### src/rtl/logic_operand_loader.sv
// logic_operand_loader
//   Front-end register stage for the 64-bit combinational logic unit.
//   Collects four WORD_W-bit words (big half of operand 0 first) plus an
//   operation select from a valid/ready write stream. It then presents the
//   complete operation, held stable, on op_0/op_1/op_sel under a
//   valid/ready handshake.
//
//   Optional feature macro: LOADER_ABORT_EN (adds the abort input).
//
// Ports
//   clk        rising-edge clock
//   rst_n      asynchronous active-low reset
//   wr_valid   upstream word valid
//   wr_ready   loader can accept a word (low in OUT and during reset)
//   wr_data    operand word
//   wr_sel     operation select, sampled with word 0 only
//   abort      (LOADER_ABORT_EN only) discard a partial load
//   out_valid  op_0/op_1/op_sel hold a complete operation
//   out_ready  downstream consumes the operation
//   op_0       to logic unit in_0
//   op_1       to logic unit in_1
//   op_sel     to logic unit sel
//   busy       state is not W0 (partial load or pending result)
module logic_operand_loader #(
   parameter int unsigned DATA_W = 64,
   parameter int unsigned WORD_W = 32,
   parameter int unsigned SEL_W  = 3
) (
   input  logic              clk,
   input  logic              rst_n,
`ifdef LOADER_ABORT_EN
   input  logic              abort,
`endif
   input  logic              wr_valid,
   output logic              wr_ready,
   input  logic [WORD_W-1:0] wr_data,
   input  logic [SEL_W-1:0]  wr_sel,
   output logic              out_valid,
   input  logic              out_ready,
   output logic [DATA_W-1:0] op_0,
   output logic [DATA_W-1:0] op_1,
   output logic [SEL_W-1:0]  op_sel,
   output logic              busy
);

   typedef enum logic [2:0] {
      W0  = 3'd0,
      W1  = 3'd1,
      W2  = 3'd2,
      W3  = 3'd3,
      OUT = 3'd4
   } state_t;

   state_t state;
   state_t state_nxt;

   // Only the upper half of operand 1 needs a shadow: the lower half is
   // taken straight from wr_data on the W3 edge.
   logic [DATA_W-1:0] shadow_0;
   logic [WORD_W-1:0] shadow_1_hi;
   logic [SEL_W-1:0]  shadow_sel;

   logic abort_in;
   logic abort_hit;
   logic xfer;
   logic consume;

`ifdef LOADER_ABORT_EN
   assign abort_in = abort;
`else
   assign abort_in = 1'b0;
`endif

   // State resets to W0 asynchronously, so wr_ready is additionally gated
   // by rst_n to stay low for the whole reset assertion.
   assign wr_ready  = rst_n && (state != OUT);
   assign out_valid = (state == OUT);
   assign busy      = (state != W0);

   // An abort discards any word offered on the same edge, including in W0.
   assign xfer      = wr_valid && wr_ready && !abort_in;
   assign abort_hit = abort_in && (state == W1 || state == W2 || state == W3);
   assign consume   = out_valid && out_ready;

   always_comb begin
      state_nxt = state;
      case (state)
         W0:      if (xfer)    state_nxt = W1;
         W1:      if (xfer)    state_nxt = W2;
         W2:      if (xfer)    state_nxt = W3;
         W3:      if (xfer)    state_nxt = OUT;
         OUT:     if (consume) state_nxt = W0;
         default:              state_nxt = W0;
      endcase
      if (abort_hit) state_nxt = W0;
   end

   always_ff @(posedge clk or negedge rst_n) begin
      if (!rst_n) begin
         state       <= W0;
         shadow_0    <= '0;
         shadow_1_hi <= '0;
         shadow_sel  <= '0;
         op_0        <= '0;
         op_1        <= '0;
         op_sel      <= '0;
      end else begin
         state <= state_nxt;
         if (abort_hit) begin
            shadow_0    <= '0;
            shadow_1_hi <= '0;
            shadow_sel  <= '0;
         end else if (xfer) begin
            case (state)
               W0: begin
                  shadow_0[DATA_W-1:WORD_W] <= wr_data;
                  shadow_sel                <= wr_sel;
               end
               W1: shadow_0[WORD_W-1:0] <= wr_data;
               W2: shadow_1_hi          <= wr_data;
               W3: begin
                  op_0   <= shadow_0;
                  op_1   <= {shadow_1_hi, wr_data};
                  op_sel <= shadow_sel;
               end
               default: ;
            endcase
         end
      end
   end

endmodule

### config.mk
export PLATFORM = sky130hd
export DESIGN_NAME = logic_operand_loader
export DESIGN_NICKNAME = d
export VERILOG_FILES = /design/src/rtl/logic_operand_loader.sv
export SDC_FILE = /design/constraint.sdc
export NUM_CORES = 1
export LEC_CHECK = 0
export CAP_MARGIN = 5
export CELL_PAD_IN_SITES_DETAIL_PLACEMENT = 2
export CELL_PAD_IN_SITES_GLOBAL_PLACEMENT = 2
export CORE_UTILIZATION = 30
export CTS_CLUSTER_SIZE = 25
export DETAILED_ROUTE_END_ITERATION = 10
export PLACE_DENSITY = 0.76
export RECOVER_POWER = 100
export SYNTH_ARGS = -nofsm -noshare
export SYNTH_HDL_FRONTEND = slang
export SYNTH_SLANG_ARGS = --single-unit
export TNS_END_PERCENT = 5
### constraint.sdc
create_clock -name clk -period 1.6 [get_ports clk]
set_input_delay 0.16 -clock clk [delete_from_list [all_inputs] [get_ports clk]]
set_output_delay 0.16 -clock clk [all_outputs]
set_load 0.05 [all_outputs]
==> impl_metrics.py <==
metrics = {
    "pwr": {
        "p_per_area_mw_per_mm2": 2427,
        "p_leak_nw": 5.820,
        "ir_drop_uv": 1069,
    },
    "routing": {
        "drc": 0,
        "ant_nets": 0,
        "routed_wl_um": 24540,
        "routedWlPerCell_um": 21.49,
        "dr.pass1.iters": 4,
        "dr.first_iter.drc_count": 145,
        "vias_per_cell": 4.529,
        "via_count": 5172,
    },
    "logic_synthesis": {
        "synth_nets": 543,
        "synth_cells": 504,
        "netlist.area_leader.share_pct": 67.50,
        "avgSynthCellArea_um2": 17.14,
        "yosys.cell_types.count": 17,
        "synth_seq_cells": 233,
        "synth-seq-area-share_pct": 67.50,
        "yosysWarnings": 0,
        "synthesis.area_mm2": 0.008638,
        "yosys-top-cells-area": "dfrtp_1, mux2_2, mux2_1, buf_2, xor2_1",
        "yosysTopAreaCell": "dfrtp_1",
    },
    "clock_network": {
        "clockRootBuffer": "clkbuf_16",
        "clockBufferDepth": 3,
        "cts_made_buffers": 26,
        "cts_tree": "yes",
        "h-tree-depth": 1,
        "cts.sinks": 233,
        "path_clk_slew_ns": 0.06,
        "worstSkewPairLatency_ns": 0.53,
    },
    "floorplanning": {
        "core_mm2": 0.02809,
        "ios": 173,
        "placementRows": 61,
        "die_h_um": 171.7,
        "start_util_pct": 30.76,
        "die_area_mm2": 0.02948,
        "die_w_um": 171.7,
    },
    "worst_setup_path": {
        "reg2reg_from": "state[1]$_DFFE_PN0P_",
        "worstSetupEndpointType": "flop",
        "startpoint": "state[1]$_DFFE_PN0P_",
        "crit_type": "reg -> reg",
        "crit_path_start_kind": "flop",
        "crit_fanout": 23,
        "required_ns": 2.00,
        "crit_arrival_ns": 2.20,
    },
    "sta": {
        "layout_min_cycle_time_ns": 1.798,
        "hold_slack_ns": 0.2503,
        "final.setup.worst_slack_ns": -0.1978,
        "setup_viol": 227,
        "tightest_slew_ns": 0.6807,
        "maxSlewViolCount": 0,
        "finalHoldViolations": 0,
        "max_slew_margin_pct": 54.62,
        "fmax_ghz": 0.5562,
        "finalCritPeriodShare_pct": 112.4,
        "rsz0062_at_grt": "true",
        "clock-skew-final_ns": 0.01962,
    },
    "global_routing": {
        "grt_pass1_wl_um": 34550,
        "grt.overflow.total": 0,
        "grt_usage_pct": 15.32,
        "antenna_found_initial": 1,
        "grt_max_degree": 71,
        "grt_pass1_vias": 5894,
    },
    "finish": {
        "drive_above_1_share_pct": 62.04,
        "final_nets": 786,
        "fin_util_pct": 44.47,
        "syn_to_final_growth_pct": 44.58,
        "antenna_cells": 0,
    },
    "worst_hold_path": {
        "min_from": "wr_sel[2]",
        "hold_path.class": "in -> reg",
    },
    "run": {
        "drv_cap": 0,
    },
    "placed_design": {
        "dp.final_hpwl_um": 15050,
        "io_buffers": 172,
        "gp_congestion": 0.7257,
    },
    "run_status": {
        "violations": "negative setup slack",
        "status": "finished with violations",
    },
}
[stage by stage]
stage | TNS [ns] | cells | total power [mW] | instance area [um2] | setup slack [ns]
6_report | -30.71 | 1142 | 30.31 | 12490 | -0.1978
5_1_grt | -45.37 | 1142 | 31.66 | 12490 | -0.2549
4_1_cts | -33.24 | 1120 | 29.73 | 11890 | -0.2236
3_5_place_dp | -87.63 | 1066 | 23.42 | 10860 | -0.5959
3_3_place_gp | -78.26 | 1066 | 22.71 | 10860 | -0.5500
2_1_floorplan | -8.836 | 504 | 18.73 | 8658 | -0.08214
[cells in the mapped netlist]
library cell / number
buf_2: 24
nand3_1: 1
dfrtp_1: 233
nor3b_1: 1
mux2_1: 36
a21o_1: 1
clkbuf_1: 1
nor2_1: 3
or3_1: 2
xor2_1: 2
nor3_1: 1
nor2b_1: 1
or4_1: 1
nand2b_1: 1
inv_1: 1
nand2_1: 1
mux2_2: 194
[worst paths after layout]
check,to,slack (ns),cells after the start
max,shadow_0[34]$_DFFE_PN0P_,-0.20,5
min,shadow_sel[2]$_DFFE_PN0P_,0.25,2
max reg2reg,shadow_0[34]$_DFFE_PN0P_,-0.20,5
min reg2reg,shadow_0[17]$_DFFE_PN0P_,0.49,1
max in group asynchronous,shadow_0[25]$_DFFE_PN0P_,0.17,4
min in group asynchronous,shadow_0[33]$_DFFE_PN0P_,0.40,3
[cell usage in the layout (no fill, tap or decap)]
| master | Yosys | routed |
|---|---|---|
| nor3b_4 | 0 | 1 |
| dfrtp_1 | 233 | 232 |
| buf_8 | 0 | 2 |
| clkbuf_1 | 1 | 5 |
| nor2_1 | 3 | 2 |
| bufinv_16 | 0 | 1 |
| buf_16 | 0 | 3 |
| clkinv_2 | 0 | 5 |
| mux2_2 | 194 | 163 |
| mux2_4 | 0 | 60 |
| or4_4 | 0 | 1 |
| mux2_1 | 36 | 7 |
| nor3_4 | 0 | 1 |
| or3_4 | 0 | 2 |
| buf_6 | 0 | 15 |
| clkinv_8 | 0 | 1 |
| nand2b_4 | 0 | 1 |
| nor2_4 | 0 | 1 |
| clkinvlp_4 | 0 | 1 |
| inv_1 | 1 | 1 |
| dfrtp_2 | 0 | 1 |
| xor2_1 | 2 | 2 |
| nand3_2 | 0 | 1 |
| dlygate4sd3_1 | 0 | 2 |
| clkbuf_16 | 0 | 37 |
| buf_12 | 0 | 12 |
| a21o_1 | 1 | 1 |
| clkbuf_8 | 0 | 8 |
| clkdlybuf4s50_1 | 0 | 37 |
| nand2_1 | 1 | 1 |
| buf_4 | 0 | 156 |
| nor2b_2 | 0 | 1 |
[logic make-up after synthesis]
family / synth area share [%]
DFF: 67.50
muxes: 29.98
buffers and inverters: 1.477
and+or+nand+nor: 0.7532
xor gates and xnor gates: 0.2028
AOI/OAI and AO/OA: 0.08694
[repair_timing]
action | 4_1_cts | 5_1_grt
hold endpoints to repair | 31 | 0
gates cloned | 1 | 14
setup endpoints to repair | 232 | 304
hold buffers | 2 | 0
buffers inserted | 6 | 8
pin swaps | 2 | 3
resized for setup | 28 | 61
[metal layers]
metal  vias up  wire length, um  track usage (%)
li1       2266                -                -
met1      2732             9875            17.71
met2       136            12910            27.99
met3        36             1341            3.935
met4         2              405            3.727
met5         -                8                0
[worst max-delay path, stage by stage, from the launching register on]
cell and delay [ns]:
dfrtp_1 0.41, buf_4 0.15, buf_4 0.13, or4_4 0.45, buf_12 0.19, mux2_1 0.32
[power breakdown]
part	total, mW	internal, mW	switching (mW)
Combinational	13.9	5.61	8.29
Clock	5.85	3.50	2.36
Sequential	10.6	8.79	1.77
[registers in the layout, summed over array words and instances, names as in the netlist]
name	count
op_1	64
shadow_0	64
state	3
op_0	64
op_sel	3
shadow_1_hi	32
shadow_sel	3
[cell type report]
cell class / count / area [um2]
Sequential cell: 233 / 5832
Multi-Input combinational cell: 245 / 2964
Fill cell: 2708 / 15600
Tap cell: 378 / 473.0
Clock buffer: 37 / 772.0
Clock inverter: 8 / 78.83
Timing Repair Buffer: 240 / 2366
Inverter: 1 / 3.754
Power figures use the tool's default switching activity.
